## src/rtl/wash_pkg.sv

```systemverilog
// wash_pkg: state encoding and sizing helpers shared by the wash controller
package wash_pkg;
  localparam int STATE_W = 3;
  typedef enum logic [STATE_W-1:0] {
    S_SHUTDOWN = 3'd0,
    S_BEGIN    = 3'd1,
    S_SET      = 3'd2,
    S_RUN      = 3'd3,
    S_ERROR    = 3'd4,
    S_PAUSE    = 3'd5,
    S_FINISH   = 3'd6,
    S_SLEEP    = 3'd7
  } state_t;
  function automatic int phase_w(input int n);
    return (n > 1) ? $clog2(n) : 1;
  endfunction
endpackage

```

## src/rtl/wash_tick_counter.sv

```systemverilog
// wash_tick_counter: loadable down-counter stepping on tick unless held, saturating at zero
module wash_tick_counter #(
  parameter int W = 6
) (
  input  logic         clk,
  input  logic         rst,
  input  logic         load,
  input  logic [W-1:0] load_val,
  input  logic         tick,
  input  logic         hold,
  output logic [W-1:0] count,
  output logic         zero
);
  logic [W-1:0] count_q, count_d;
  always_comb count_d = load ? load_val : (tick && !hold && count_q != '0) ? count_q - 1'b1 : count_q;
  always_ff @(posedge clk or posedge rst)
    if (rst) count_q <= '0;
    else count_q <= count_d;
  assign count = count_q;
  assign zero = count_q == '0;
endmodule

```

## src/rtl/wash_program_controller.sv

```systemverilog
// wash_program_controller: washing-machine program sequencer; define WASH_IDLE_SHUTDOWN_EN for SET/PAUSE idle shutdown
module wash_program_controller
  import wash_pkg::*;
#(
  parameter int PHASES       = 3,
  parameter int TIME_W       = 6,
  parameter int INIT_TICKS   = 2,
  parameter int FINISH_TICKS = 5,
  parameter int SLEEP_TICKS  = 10,
  parameter int IDLE_TICKS   = 30
) (
  input  logic                         cp,
  input  logic                         reset,
  input  logic                         tick,
  input  logic                         powerBtn,
  input  logic                         runBtn,
  input  logic                         openBtn,
  input  logic                         selBtn,
  input  logic [PHASES*TIME_W-1:0]     phaseTime,
  output logic [2:0]                   state,
  output logic [phase_w(PHASES)-1:0]   phase,
  output logic [TIME_W-1:0]            remaining,
  output logic [PHASES-1:0]            progMask,
  output logic                         errorFlag,
  output logic                         done
);
  localparam int PW = phase_w(PHASES);
  state_t state_q, state_d;
  logic [PW-1:0] phase_q, phase_d, first_idx, next_idx;
  logic [PHASES-1:0] mask_q, mask_d;
  logic done_q, done_d, first_ok, next_ok, clr, idle_exp;
  logic ph_load, ph_hold, ph_zero, sl_load, sl_hold, sl_zero;
  logic [TIME_W-1:0] ph_val, ph_cnt, sl_cnt;
  wire ph_last = ph_zero || ph_cnt == TIME_W'(1);
  wire sl_last = sl_zero || sl_cnt == TIME_W'(1);
  wash_tick_counter #(.W(TIME_W)) u_phase_tmr (
    .clk(cp), .rst(reset), .load(ph_load), .load_val(ph_val), .tick(tick), .hold(ph_hold),
    .count(ph_cnt), .zero(ph_zero)
  );
  wash_tick_counter #(.W(TIME_W)) u_sleep_tmr (
    .clk(cp), .rst(reset), .load(sl_load), .load_val(TIME_W'(SLEEP_TICKS)), .tick(tick), .hold(sl_hold),
    .count(sl_cnt), .zero(sl_zero)
  );
`ifdef WASH_IDLE_SHUTDOWN_EN
  logic id_load, id_zero, run_prev_q;
  logic [TIME_W-1:0] id_cnt;
  wire in_idle = state_q == S_SET || state_q == S_PAUSE;
  assign id_load = !in_idle || selBtn || runBtn != run_prev_q;
  assign idle_exp = tick && !id_load && (id_zero || id_cnt == TIME_W'(1));
  wash_tick_counter #(.W(TIME_W)) u_idle_tmr (
    .clk(cp), .rst(reset), .load(id_load), .load_val(TIME_W'(IDLE_TICKS)), .tick(tick), .hold(1'b0),
    .count(id_cnt), .zero(id_zero)
  );
  always_ff @(posedge cp or posedge reset)
    if (reset) run_prev_q <= 1'b0;
    else run_prev_q <= runBtn;
`else
  assign idle_exp = 1'b0;
`endif
  // Downward scan so the lowest qualifying index wins; next_* only considers phases above the current one.
  always_comb begin
    first_ok = 1'b0;
    first_idx = '0;
    next_ok = 1'b0;
    next_idx = '0;
    for (int i = PHASES - 1; i >= 0; i--) begin
      if (mask_q[i] && phaseTime[i*TIME_W +: TIME_W] != '0) begin
        first_ok = 1'b1;
        first_idx = PW'(i);
        if (i > int'(phase_q)) begin
          next_ok = 1'b1;
          next_idx = PW'(i);
        end
      end
    end
  end
  always_ff @(posedge cp or posedge reset)
    if (reset) begin
      state_q <= S_SHUTDOWN;
      phase_q <= '0;
      mask_q <= '1;
      done_q <= 1'b0;
    end else begin
      state_q <= state_d;
      phase_q <= phase_d;
      mask_q <= mask_d;
      done_q <= done_d;
    end
  always_comb begin
    state_d = state_q;
    phase_d = phase_q;
    mask_d = mask_q;
    done_d = 1'b0;
    clr = 1'b0;
    ph_load = 1'b0;
    ph_val = '0;
    ph_hold = 1'b1;
    sl_load = 1'b0;
    sl_hold = 1'b1;
    case (state_q)
      S_SHUTDOWN: if (powerBtn) begin
        state_d = S_BEGIN;
        ph_load = 1'b1;
        ph_val = TIME_W'(INIT_TICKS);
      end
      S_BEGIN: if (powerBtn) begin
        state_d = S_SHUTDOWN;
        clr = 1'b1;
      end else begin
        ph_hold = 1'b0;
        if (tick && ph_last) state_d = S_SET;
      end
      S_SET: if (powerBtn) begin
        state_d = S_SHUTDOWN;
        clr = 1'b1;
      end else if (runBtn && !openBtn) begin
        state_d = first_ok ? S_RUN : S_FINISH;
        done_d = !first_ok;
        phase_d = first_ok ? first_idx : '0;
        ph_load = 1'b1;
        ph_val = first_ok ? phaseTime[first_idx*TIME_W +: TIME_W] : TIME_W'(FINISH_TICKS);
      end else if (selBtn) mask_d = &mask_q ? PHASES'(1) : mask_q + 1'b1;
      else if (idle_exp) begin
        state_d = S_SHUTDOWN;
        clr = 1'b1;
      end
      S_RUN: if (powerBtn) begin
        state_d = S_SLEEP;
        sl_load = 1'b1;
      end else if (openBtn) state_d = (phase_q == PW'(PHASES - 1)) ? S_ERROR : S_PAUSE;
      else if (!runBtn) state_d = S_PAUSE;
      else if (tick && ph_last) begin
        state_d = next_ok ? S_RUN : S_FINISH;
        done_d = !next_ok;
        phase_d = next_ok ? next_idx : phase_q;
        ph_load = 1'b1;
        ph_val = next_ok ? phaseTime[next_idx*TIME_W +: TIME_W] : TIME_W'(FINISH_TICKS);
      end else ph_hold = 1'b0;
      S_ERROR: if (powerBtn) begin
        state_d = S_SHUTDOWN;
        clr = 1'b1;
      end else if (!openBtn) state_d = S_RUN;
      S_PAUSE: if (powerBtn || (!(runBtn && !openBtn) && (selBtn || idle_exp))) begin
        state_d = (powerBtn || !selBtn) ? S_SHUTDOWN : S_SET;
        clr = 1'b1;
      end else if (runBtn && !openBtn) state_d = S_RUN;
      S_FINISH: if (powerBtn || (runBtn && tick && ph_last)) begin
        state_d = S_SHUTDOWN;
        clr = 1'b1;
      end else if (!runBtn) begin
        state_d = S_SET;
        clr = 1'b1;
      end else ph_hold = 1'b0;
      S_SLEEP: if (powerBtn) state_d = S_RUN;
      else if (tick && sl_last) begin
        state_d = S_SHUTDOWN;
        clr = 1'b1;
      end else sl_hold = 1'b0;
      default: state_d = S_SHUTDOWN;
    endcase
    if (clr) begin
      ph_load = 1'b1;
      ph_val = '0;
      phase_d = '0;
    end
  end
  always_comb begin
    state = state_q;
    phase = phase_q;
    progMask = mask_q;
    done = done_q;
    errorFlag = state_q == S_ERROR;
    remaining = (state_q == S_SLEEP) ? sl_cnt : ph_cnt;
  end
endmodule

```

## config.mk

```make
export PLATFORM = sky130hd
export DESIGN_NAME = wash_program_controller
export DESIGN_NICKNAME = d
export VERILOG_FILES = /design/src/rtl/wash_pkg.sv /design/src/rtl/wash_tick_counter.sv /design/src/rtl/wash_program_controller.sv
export SDC_FILE = /design/constraint.sdc
export NUM_CORES = 1
export LEC_CHECK = 0
export ABC_AREA = 0
export BUFFER_PORTS_ARGS = -buffer_cell sky130_fd_sc_hd__buf_2
export CORE_MARGIN = 3
export CORE_UTILIZATION = 40
export DETAILED_ROUTE_END_ITERATION = 12
export GPL_TIMING_DRIVEN = 0
export PLACE_DENSITY_LB_ADDON = 0.12
export SKIP_CTS_REPAIR_TIMING = 1
export SLEW_MARGIN = 20
export SYNTH_ARGS = -nofsm -noshare
export SYNTH_HDL_FRONTEND = slang
export SYNTH_SLANG_ARGS = --single-unit
```

## constraint.sdc

```tcl
create_clock -name cp -period 2.6 [get_ports cp]
set_input_delay 0.26 -clock cp [delete_from_list [all_inputs] [get_ports cp]]
set_output_delay 0.26 -clock cp [all_outputs]
set_load 0.02 [all_outputs]
```

==> summary.txt <==
Run status
  – Status: finished, final reports clean

Power and ir drop
  – Clock share of power: 0.098
  – Pint: 0.001185 W
  – Power Dens Cells: a little under 1000 nW/um^2
  – Pleak: 1.053 nW
  – IR drop worst, VDD: roughly 0.00043 V
  – NetSw: ~0.0012 W
  – Sw Share: 0.4991
  – Seq pwr share: 0.242
  – Combinational Power Share: 0.659

Run
  – Max_cap viols: 0

Min path
  – Min-Delay Path Class: primary input to asynchronous set/reset pin

Worst setup path
  – FF-to-FF End: u_phase_tmr.count[3]$_DFFE_PP0P_
  – CP Max Fanout: 9
  – FF-to-FF setup slack: between 0.15 and 0.2 ns
  – Crit. End Element: flip-flop
  – Crit path required time: between 2 and 3 ns
  – Worst setup SP type: flip-flop
  – Worst Setup Path Type: flip-flop to flip-flop
  – Arrival @ worst endpoint: approximately 2.6 ns
  – R2R depth: 8
  – Reg2Reg Launch Point: u_phase_tmr.count[0]$_DFFE_PP0P_

Global routing
  – Gr ovfl total: 0
  – Initial antenna violation count: 0
  – GRT Overall Usage: 0.1955
  – Largest net degree at the start of global routing: 22
  – Vias in the first global route: 1949
  – First-pass GRT wire length: about 9800 um

Place
  – Pre-CTS WS: -0.01139 ns
  – GPL Wtd Cong: between 0.9 and 1
  – IO Port Bufs: 39
  – Placed Area: ~2400 um^2
  – Post-DP HPWL: 4534 um

Timing
  – Fin. max-slew vios: 0
  – Tcrit/Tclk final: 0.9380
  – Worst-Margin Slew: around 0.85 ns
  – WHS: ~0.14 ns
  – Max Clk Rate: between 0.4 and 0.5 GHz
  – Sum Neg Setup Slack: 0 ns
  – Final Skew: 0.005348 ns
  – Final worst slack: approximately 0.16 ns
  – Slew HR: 0.4310
  – Post-layout min period: 2.439 ns
  – RSZ-0062 raised after global routing: false
  – Final hold vios: 0
  – Finish-stage setup viols: 0

Routing
  – WL final: between 5000 and 6000 um
  – Vias: 2112
  – Vias per inst: 5.802
  – DRC Markers: 0
  – Drt initial violations: 116
  – Post-DRT Antenna Nets: 0
  – Pre-antenna DRT Iters: 4
  – Post-DR wirelength/cell: roughly 16 um

CTS
  – Clk sink count: 21
  – Htree depth: 1
  – Total CTS buffers: 3
  – TritonCTS clock tree: built
  – Clock-pin slew on the worst setup and hold paths: roughly 0.09 ns
  – Worst skew pair latency: approximately 0.27 ns
  – Clock root cell: clkbuf_8
  – CTS Buffer Depth: 2

Layout
  – Fin util: 0.4980
  – Area grow syn2layout: 15.77%
  – Post-layout nets: between 300 and 400
  – Multi-input gate area: between 1500 and 2000 um^2
  – Register area: between 500 and 600 um^2
  – # diodes: 0
  – Fin area: 2461 um^2
  – Fillers: 544
  – Share of cells above drive strength 1: 0.2761

Floorplan
  – Die Height: 78.90 um
  – Die width: between 70 and 80 um
  – Initial core utilization: 0.4301
  – CORE AREA: just under 5000 um^2
  – Ports: 41
  – Rows: 25
  – Die Area: ~6200 um^2

Logic synthesis
  – Avg Cell Area, Syn: 8.369 um^2
  – Synth cell types: 77
  – Seq/Total Area, Yosys: 0.2490
  – Syn nets: 287
  – Post-synth top flop: dfrtp_1
  – Post-Syn Instances: ~250
  – Yosys warns: 0
  – Fraction of registers with async set/reset: 1.000
  – Cell Area, Synth: roughly 2100 um^2
  – EDFF count, synth: 0
  – Synth Register Bits: 21
[how the worst max path moves through the flow]
stage                                     startpoint  cells past startpoint  slack, ns                          endpoint
floorplan           u_phase_tmr.count[0]$_DFFE_PP0P_                      8       0.39  u_phase_tmr.count[3]$_DFFE_PP0P_
global placement    u_phase_tmr.count[0]$_DFFE_PP0P_                      8      -0.04  u_phase_tmr.count[3]$_DFFE_PP0P_
detailed placement  u_phase_tmr.count[0]$_DFFE_PP0P_                      8      -0.01  u_phase_tmr.count[3]$_DFFE_PP0P_
CTS                 u_phase_tmr.count[0]$_DFFE_PP0P_                      8      -0.03  u_phase_tmr.count[3]$_DFFE_PP0P_
global route        u_phase_tmr.count[0]$_DFFE_PP0P_                      8      0.007  u_phase_tmr.count[3]$_DFFE_PP0P_
finish              u_phase_tmr.count[0]$_DFFE_PP0P_                      8       0.16  u_phase_tmr.count[3]$_DFFE_PP0P_
[power by group through the flow]
stage          clock (W)  combinational (W)  sequential [W]
3_5_place_dp           0            0.00154        0.000577
4_1_cts         0.000245            0.00155        0.000573
3_3_place_gp           0            0.00155        0.000577
2_1_floorplan          0            0.00113        0.000598
6_report        0.000233            0.00156        0.000573
5_1_grt         0.000255            0.00173        0.000594
[flip-flops by register name, summed over array words and instances, names as in the netlist]
signal / count
done: 1
progMask: 3
u_phase_tmr.count: 6
u_sleep_tmr.count: 6
phase: 2
state: 3
[per-layer routing]
layer  part of all wire  global-route usage
met4             0.0075             0.04467
met5                  0                   0
met3              0.049             0.02721
met1               0.50              0.2977
met2               0.44              0.2912
[stage by stage]
step	power, W	instances
finish	0.002366	364
global route	0.002576	364
CTS	0.002370	364
detailed placement	0.002121	360
global placement	0.002125	360
floorplan	0.001732	254
[logic make-up after synthesis]
family	synth area share
flip-flops	0.2490
buffers and inverters	0.04591
XOR/XNOR	0.02472
multiplexers	0.06180
adder cells (fa/ha/maj)	0.05180
AND/OR/NAND/NOR	0.2902
AO/OA/AOI/OAI	0.2766
[worst max-delay path, cell delays in order, from the launching register on]
cell     delay, ns
dfrtp_1       0.46
inv_1         0.09
ha_1          0.23
o21ai_1       0.19
o21ai_0       0.13
a32oi_2       0.30
nand4_4       0.21
or3_4         0.45
o221a_1       0.26
[cells in the mapped netlist (2+ instances only)]
library cell   n  area share
xnor2_1        4       0.016
a211oi_1       2      0.0071
a21oi_1       12       0.028
nor2b_1        6       0.018
a32oi_1        3       0.012
a2bb2oi_1      2      0.0082
o21ai_1        2      0.0047
o21ai_0       11       0.026
nand3_1        5       0.012
o22ai_1        3      0.0088
nor4_2         2       0.012
or4_1          5       0.018
and3_1         4       0.012
nor3b_1        2      0.0071
or3_1          2      0.0059
o31a_1         2      0.0082
or2_2          4       0.012
or4_4          2       0.011
xor2_1         2      0.0082
nand2b_1       2      0.0059
o21ai_2        2      0.0082
nand2_1       26       0.046
a31oi_1        4       0.012
mux2_1         2       0.011
nand4_1        2      0.0059
mux2i_1        3       0.014
clkbuf_1       5      0.0088
buf_2          3      0.0071
dfrtp_1       18        0.21
nor4_1         5       0.015
o21a_1         3       0.011
and2_1         2      0.0059
o211ai_1       4       0.014
mux2_2         7       0.037
inv_1         10       0.018
a221oi_1       2      0.0082
or3_4          2       0.011
ha_1           8       0.047
dfstp_2        3       0.037
nor2_1        25       0.044
nor3_1         4      0.0094
o31ai_2        2       0.012
[layout make-up]
cell class,instances,share of cell area
timing repair buffer,39,0.07931
inverter,11,0.01678
sequential,21,0.2150
multi-input combinational,211,0.6121
clock buffer,3,0.01678
tap,67,0.03406
clock inverter,1,0.003050
buffer,11,0.02288
[cells in the final DEF (no fill, tap or decap), types with 4 or more instances in the layout]
master,n
buf_2,42
nand2_1,26
nor2_1,25
dfrtp_1,18
a21oi_1,12
inv_1,10
o21ai_0,10
ha_1,8
mux2_2,7
nor2b_1,6
or4_1,5
nand3_1,5
clkbuf_1,5
nor4_1,5
a31oi_1,4
or2_2,4
and3_1,4
nor3_1,4
o211ai_1,4
xnor2_1,4
Power figures use the tool's default switching activity.
